===== config.mk =====
export PLATFORM = sky130hd
export DESIGN_NAME = key_reader
export DESIGN_NICKNAME = d
export VERILOG_FILES = /design/src/rtl/key_reader.sv
export SDC_FILE = /design/constraint.sdc
export NUM_CORES = 1
export LEC_CHECK = 0
export ABC_AREA = 1
export CAP_MARGIN = 0
export CORE_ASPECT_RATIO = 1.2
export CORE_MARGIN = 3
export CORE_UTILIZATION = 41
export DETAILED_ROUTE_END_ITERATION = 12
export DONT_BUFFER_PORTS = 1
export SLEW_MARGIN = 20
export SYNTH_ARGS = -nofsm -noshare
export SYNTH_HDL_FRONTEND = slang
export SYNTH_SLANG_ARGS = --single-unit
export TNS_END_PERCENT = 50

===== constraint.sdc =====
create_clock -name CLOCK_50 -period 1.45 [get_ports CLOCK_50]
set_input_delay 0.29 -clock CLOCK_50 [delete_from_list [all_inputs] [get_ports CLOCK_50]]
set_output_delay 0.29 -clock CLOCK_50 [all_outputs]
set_load 0.01 [all_outputs]

===== src/rtl/key_reader.sv =====
// Debounced reader for active-low pushbuttons: two-flop synchronizer, stable-count
// debounce and a per-key RELEASED/HOLD/REPEAT FSM producing press, release and repeat pulses.
//
//   state      | meaning
//   -----------+------------------------------------------------------------
//   S_RELEASED | debounced level released, no timer activity
//   HOLD       | held, timing the initial delay to the first repeat pulse
//   REPEAT     | held, emitting a repeat pulse every REPEAT_PERIOD cycles
module key_reader #(
  parameter int N_KEYS          = 3,
  parameter int DEBOUNCE_CYCLES = 1_000_000,
  parameter int REPEAT_DELAY    = 25_000_000,
  parameter int REPEAT_PERIOD   = 5_000_000
) (
  input  logic              CLOCK_50,
  input  logic              RESET_N,
  input  logic [N_KEYS-1:0] KEY_N,
  input  logic              REPEAT_EN,
  output logic [N_KEYS-1:0] PRESSED,
  output logic [N_KEYS-1:0] PRESS_PULSE,
  output logic [N_KEYS-1:0] RELEASE_PULSE
);

  localparam int RMAX = (REPEAT_DELAY > REPEAT_PERIOD) ? REPEAT_DELAY : REPEAT_PERIOD;
  localparam int DW   = $clog2(DEBOUNCE_CYCLES + 1);
  localparam int TW   = $clog2(RMAX + 1);

  // Counters fire one count early so the flip/pulse lands on the edge they would reach the limit.
  localparam logic [DW-1:0] DB_LAST = DW'(DEBOUNCE_CYCLES - 1);
  localparam logic [TW-1:0] RD_LAST = TW'(REPEAT_DELAY - 1);
  localparam logic [TW-1:0] RP_LAST = TW'(REPEAT_PERIOD - 1);

  typedef enum logic [1:0] {
    S_RELEASED = 2'd0,
    S_HOLD     = 2'd1,
    S_REPEAT   = 2'd2
  } state_t;

  for (genvar k = 0; k < N_KEYS; k++) begin : g_key
    logic          sync1_q, sync2_q;
    logic          stable_q, stable_d;
    logic [DW-1:0] db_cnt_q, db_cnt_d;
    state_t        state_q, state_d;
    logic [TW-1:0] tmr_q, tmr_d;
    logic          press_q, press_d;
    logic          rel_q, rel_d;
    logic          held_q, held_d;
    logic          sample_pressed;
    logic          went_down, went_up;

    always_ff @(posedge CLOCK_50) begin
      if (!RESET_N) begin
        sync1_q  <= 1'b1;
        sync2_q  <= 1'b1;
        stable_q <= 1'b0;
        db_cnt_q <= '0;
        state_q  <= S_RELEASED;
        tmr_q    <= '0;
        press_q  <= 1'b0;
        rel_q    <= 1'b0;
        held_q   <= 1'b0;
      end else begin
        sync1_q  <= KEY_N[k];
        sync2_q  <= sync1_q;
        stable_q <= stable_d;
        db_cnt_q <= db_cnt_d;
        state_q  <= state_d;
        tmr_q    <= tmr_d;
        press_q  <= press_d;
        rel_q    <= rel_d;
        held_q   <= held_d;
      end
    end

    assign sample_pressed = ~sync2_q;

    always_comb begin
      stable_d = stable_q;
      db_cnt_d = '0;
      if (sample_pressed != stable_q) begin
        if (db_cnt_q == DB_LAST) stable_d = ~stable_q;
        else                     db_cnt_d = db_cnt_q + 1'b1;
      end
    end

    assign went_down = stable_d & ~stable_q;
    assign went_up   = ~stable_d & stable_q;

    // Release is checked before timer expiry so it wins a same-cycle collision.
    always_comb begin
      state_d = state_q;
      tmr_d   = tmr_q;
      press_d = 1'b0;
      rel_d   = 1'b0;
      case (state_q)
        S_RELEASED: begin
          if (went_down) begin
            state_d = S_HOLD;
            press_d = 1'b1;
            tmr_d   = '0;
          end
        end
        S_HOLD, S_REPEAT: begin
          if (went_up) begin
            state_d = S_RELEASED;
            rel_d   = 1'b1;
            tmr_d   = '0;
          end else if (!REPEAT_EN) begin
            tmr_d = '0;
          end else if (tmr_q == ((state_q == S_HOLD) ? RD_LAST : RP_LAST)) begin
            state_d = S_REPEAT;
            press_d = 1'b1;
            tmr_d   = '0;
          end else begin
            tmr_d = tmr_q + 1'b1;
          end
        end
        default: begin
          state_d = S_RELEASED;
          tmr_d   = '0;
        end
      endcase
      held_d = (state_d != S_RELEASED);
    end

    assign PRESSED[k]       = held_q;
    assign PRESS_PULSE[k]   = press_q;
    assign RELEASE_PULSE[k] = rel_q;
  end

endmodule


==> run_summary.xml <==
<?xml version="1.0" encoding="UTF-8"?>
<metrics>
  <group name="run_status">
    <metric name="status" unit="">finished with violations</metric>
    <metric name="failed_checks" unit="">setup timing</metric>
  </group>
  <group name="critical_path">
    <metric name="setup.reg_to_reg.worst_slack" unit="ns">-0.33</metric>
    <metric name="endpoint_kind" unit="">flip-flop</metric>
    <metric name="critical_path_arrival" unit="ns">2.09</metric>
    <metric name="r2r-start" unit="">g_key[1].db_cnt_q[10]</metric>
    <metric name="critPathMaxFanout" unit="">8</metric>
    <metric name="worst_path_most_repeated_cell" unit="">nor2_1</metric>
    <metric name="path_class" unit="">reg -&gt; reg</metric>
    <metric name="timing.rr.end" unit="">g_key[1].tmr_q[3]</metric>
    <metric name="cp_cell_sequence" unit="">inv_1 -&gt; nand2_1 -&gt; nor2_1 -&gt; nand2_1 -&gt; nor2_4 -&gt; buf_4 -&gt; nand4_4 -&gt; nand3_4 -&gt; buf_6 -&gt; nor2_1 -&gt; nor2_2 -&gt; nor2_1</metric>
    <metric name="cpPeakStageDelay" unit="ns">0.33</metric>
    <metric name="critical_path.slowest_cell" unit="">dfxtp_2</metric>
    <metric name="worst-endpoint-required" unit="ns">1.76</metric>
    <metric name="timing.critical_path.from_type" unit="">flip-flop</metric>
    <metric name="worst_r2r_path_depth" unit="">12</metric>
  </group>
  <group name="clock_tree">
    <metric name="cts_htree_levels" unit="">4</metric>
    <metric name="cts_buffer_depth" unit="">2</metric>
    <metric name="clk_transition_reported_paths" unit="ns">0.07</metric>
    <metric name="numClockSinks" unit="">159</metric>
    <metric name="cts_tree" unit="">built</metric>
    <metric name="cts_buffers" unit="">17</metric>
    <metric name="clk_latency" unit="ns">0.43</metric>
    <metric name="cts.root.buffer_cell" unit="">clkbuf_16</metric>
  </group>
  <group name="cells_and_area">
    <metric name="final_layout_size_suffix_gt1_frac" unit="">0.3764</metric>
    <metric name="filler_cell_count" unit="">1914</metric>
    <metric name="antenna_cells" unit="">0</metric>
    <metric name="area_delta_synth_final" unit="%">51.23</metric>
    <metric name="nNetsFinal" unit="">1735</metric>
    <metric name="final_cell_area" unit="sq um">13890</metric>
  </group>
  <group name="floorplanning">
    <metric name="dieWidth" unit="microns">142.6</metric>
    <metric name="fp.coreArea" unit="sq um">21850</metric>
    <metric name="placementRows" unit="">59</metric>
    <metric name="i_o_pin_count" unit="">15</metric>
    <metric name="fp.dieH" unit="microns">170.0</metric>
    <metric name="die-area" unit="sq um">24250</metric>
    <metric name="start_util" unit="">0.4204</metric>
  </group>
  <group name="sta">
    <metric name="setup-tns-final" unit="ns">-27.00</metric>
    <metric name="grt_setup_unrepaired" unit="">true</metric>
    <metric name="worst_slew_margin_rel" unit="">0.5060</metric>
    <metric name="fin_skew" unit="ns">0.01043</metric>
    <metric name="worstMarginPinSlew" unit="ns">0.7386</metric>
    <metric name="final_hold_viol_count" unit="">0</metric>
    <metric name="timing.final.ws_setup" unit="ns">-0.3267</metric>
    <metric name="slew_viol_final" unit="">0</metric>
    <metric name="layout_min_cycle_time" unit="ns">1.777</metric>
    <metric name="worst_hold_check_slack" unit="ns">0.0004004</metric>
    <metric name="min_period_over_period" unit="">1.225</metric>
    <metric name="fmax" unit="MHz">562.8</metric>
    <metric name="endpoints_failing_setup" unit="">137</metric>
  </group>
  <group name="global_route">
    <metric name="first_pass_grt_wire_length" unit="microns">43130</metric>
    <metric name="grtUsageTotal" unit="">0.2119</metric>
    <metric name="grt_pass1_vias" unit="">9624</metric>
    <metric name="largest_net_degree_at_the_start_of_global_routing" unit="">74</metric>
    <metric name="antenna_found_initial" unit="">0</metric>
    <metric name="gr-total-overflow" unit="">0</metric>
  </group>
  <group name="job">
    <metric name="max_cap_viol_count" unit="">0</metric>
  </group>
  <group name="yosys">
    <metric name="yosys.cell_count.top_type" unit="">nand2_1</metric>
    <metric name="postSynthAreaPerCell" unit="sq um">6.474</metric>
    <metric name="synth-edff-count" unit="">0</metric>
    <metric name="netlist_area" unit="sq um">9186</metric>
    <metric name="yosys-top-cells-count" unit="">301 x nand2_1, 236 x nor2_1, 175 x inv_1</metric>
    <metric name="top_cell_type_s_share_of_synthesized_area" unit="">0.3465</metric>
    <metric name="seq_area_frac_synth" unit="">0.3465</metric>
    <metric name="post_synth_inst_count" unit="">1419</metric>
    <metric name="synth.yosys.warnings" unit="">0</metric>
    <metric name="ys_async_sr_fraction" unit="">0</metric>
    <metric name="synthesis.nets" unit="">1440</metric>
    <metric name="yosys_most_used_dff" unit="">dfxtp_1</metric>
    <metric name="synth_cell_types" unit="">40</metric>
    <metric name="synth.area.top_cells" unit="">dfxtp_1 35%, nand2_1 12%, nor2_1 9.6%, inv_1 7.2%, nand3_1 6.7%</metric>
    <metric name="yosys_register_bits" unit="">159</metric>
    <metric name="netlist.top_cell.by_area" unit="">dfxtp_1</metric>
  </group>
  <group name="power_and_ir_drop">
    <metric name="vdd_ir_drop_max" unit="V">0.0007780</metric>
    <metric name="total_leakage_power" unit="nW">5.921</metric>
    <metric name="powerDensity" unit="nW/um^2">642.5</metric>
  </group>
  <group name="routing">
    <metric name="drt-total-wl" unit="microns">26620</metric>
    <metric name="detail_route.vias_per_cell" unit="">5.019</metric>
    <metric name="met3_wire_length" unit="microns">671</metric>
    <metric name="postRouteAntennaNets" unit="">0</metric>
    <metric name="post_drt_wl_per_cell" unit="microns">13.30</metric>
    <metric name="first_iter_violations" unit="">518</metric>
    <metric name="wirelength_met1" unit="microns">11420</metric>
    <metric name="route.top_layer_used" unit="">met4</metric>
    <metric name="num_vias" unit="">10040</metric>
    <metric name="drcViolationCount" unit="">0</metric>
    <metric name="drt_pass1_iterations" unit="">6</metric>
    <metric name="met2RoutedLength" unit="microns">13980</metric>
  </group>
  <group name="placement">
    <metric name="place.detailed.hpwl" unit="microns">17150</metric>
    <metric name="worst_case_setup_slack_after_placement" unit="ns">-0.3267</metric>
    <metric name="post_dp_cell_area" unit="sq um">11550</metric>
    <metric name="globalplace.congestion" unit="">0.8884</metric>
    <metric name="io_buffer_count" unit="">0</metric>
  </group>
  <group name="worst_hold_path">
    <metric name="holdCritPathClass" unit="">in -&gt; reg</metric>
    <metric name="worstHoldEndpoint" unit="">g_key[1].tmr_q[7]</metric>
    <metric name="hp-start" unit="">RESET_N</metric>
    <metric name="holdPathStages" unit="">2</metric>
  </group>
</metrics>
==> worst max path at each step <==
| stage | startpoint | endpoint | depth (start not counted) | slack (ns) |
|---|---|---|---|---|
| after CTS | g_key[2].db_cnt_q[0] | g_key[2].tmr_q[3] | 10 | -0.24 |
| after global routing | g_key[2].db_cnt_q[0] | g_key[2].tmr_q[3] | 10 | -0.44 |
| after detailed placement | g_key[0].db_cnt_q[1] | g_key[0].tmr_q[13] | 11 | -0.33 |
| final | g_key[1].db_cnt_q[10] | g_key[1].tmr_q[3] | 12 | -0.33 |
| after floorplan | g_key[0].db_cnt_q[1] | g_key[0].tmr_q[13] | 11 | -0.07 |
| after global placement | g_key[0].db_cnt_q[1] | g_key[0].tmr_q[1] | 10 | -0.30 |
==> cells in the final DEF (no fill, tap or decap), types with 6 or more instances in the layout <==
master	netlist	routed
nor4_1	11	8
clkbuf_16	0	19
nand2_1	301	266
nand4_1	28	28
nand2_4	0	17
o21ai_0	73	32
nand3_1	123	91
nand3_2	4	27
nor2_4	4	29
o21ai_2	0	30
or2_2	21	16
buf_4	15	253
nor2_1	236	193
o21ai_1	6	16
buf_12	0	14
clkinvlp_4	0	6
inv_1	175	166
ha_4	0	8
buf_6	5	37
nor3_2	2	11
xor2_1	19	19
nor2_2	23	41
ha_1	15	7
dfxtp_2	0	28
a21oi_1	65	46
nand2_2	12	28
a21oi_2	1	19
nand3_4	0	9
dfxtp_1	159	131
o21a_1	7	7
inv_2	4	8
nor3_1	42	31
xnor2_1	13	12
==> layout make-up <==
type / instances / area [sq um] / area share
clock buffers: 20 / 456.7 / 0.03287
clock inverters: 12 / 110.1 / 0.007926
well taps: 274 / 342.8 / 0.02468
flip-flops and latches: 159 / 3218 / 0.2316
repair inverters: 2 / 18.77 / 0.001351
inverters: 179 / 698.2 / 0.05026
multi-input cells: 1038 / 6203 / 0.4465
repair buffers: 317 / 2844 / 0.2047
==> critical path: cells and delay by family, from the launching register on <==
kind / cells / cell delay [ns]
AND/OR/NAND/NOR: 9 / 0.93
buffers and inverters: 3 / 0.40
flip-flops: 1 / 0.33
==> power breakdown <==
part | total, W | internal [W] | leakage, nW | switching, W
registers | 0.00438 | 0.00438 | 1.30 | 0.00000639
clock network | 0.00440 | 0.00246 | 0.269 | 0.00194
logic | 0.000144 | 0.0000684 | 4.36 | 0.0000759
total | 0.00893 | 0.00691 | 5.92 | 0.00202
==> what timing repair did <==
item	CTS	global route
cloned	13	3
hold endpoints to repair	35	9
hold buffers	3	1
endpoints found under the setup margin	149	153
pin swaps	52	94
buffers inserted	25	16
resized for setup	142	194
==> metal layers <==
layer,track usage,up-vias
li1,-,5154
met1,0.2519,4681
met2,0.3857,159
met3,0.03569,49
met4,0.06780,0
met5,0,-
==> per-stage QoR <==
stage	instances	total power [W]	utilization
4_1_cts	1988	0.008997	0.6024
3_5_place_dp	1915	0.004578	0.5287
6_report	2001	0.008926	0.6358
3_3_place_gp	1915	0.004576	0.5287
5_1_grt	2001	0.009212	0.6358
2_1_floorplan	1419	0.004567	-
==> cell families (layout without fill, tap and decap cells) <==
| logic type | after synthesis | count (layout) | share of synthesized area |
|---|---|---|---|
| AND/OR/NAND/NOR | 825 | 826 | 0.4041 |
| buffers and inverters | 223 | 530 | 0.1031 |
| AO/OA/AOI/OAI | 165 | 165 | 0.09534 |
| flip-flops | 159 | 159 | 0.3465 |
| XOR/XNOR | 32 | 32 | 0.03051 |
| adder cells (fa/ha/maj) | 15 | 15 | 0.02043 |
==> registers in the layout, summed over array words and instances (netlist names) <==
signal / count
g_key.press_q: 3
g_key.held_q: 3
g_key.sync2_q: 3
g_key.sync1_q: 3
g_key.tmr_q: 75
g_key.state_q: 6
g_key.db_cnt_q: 60
g_key.rel_q: 3
g_key.stable_q: 3
Power figures use the tool's default switching activity.
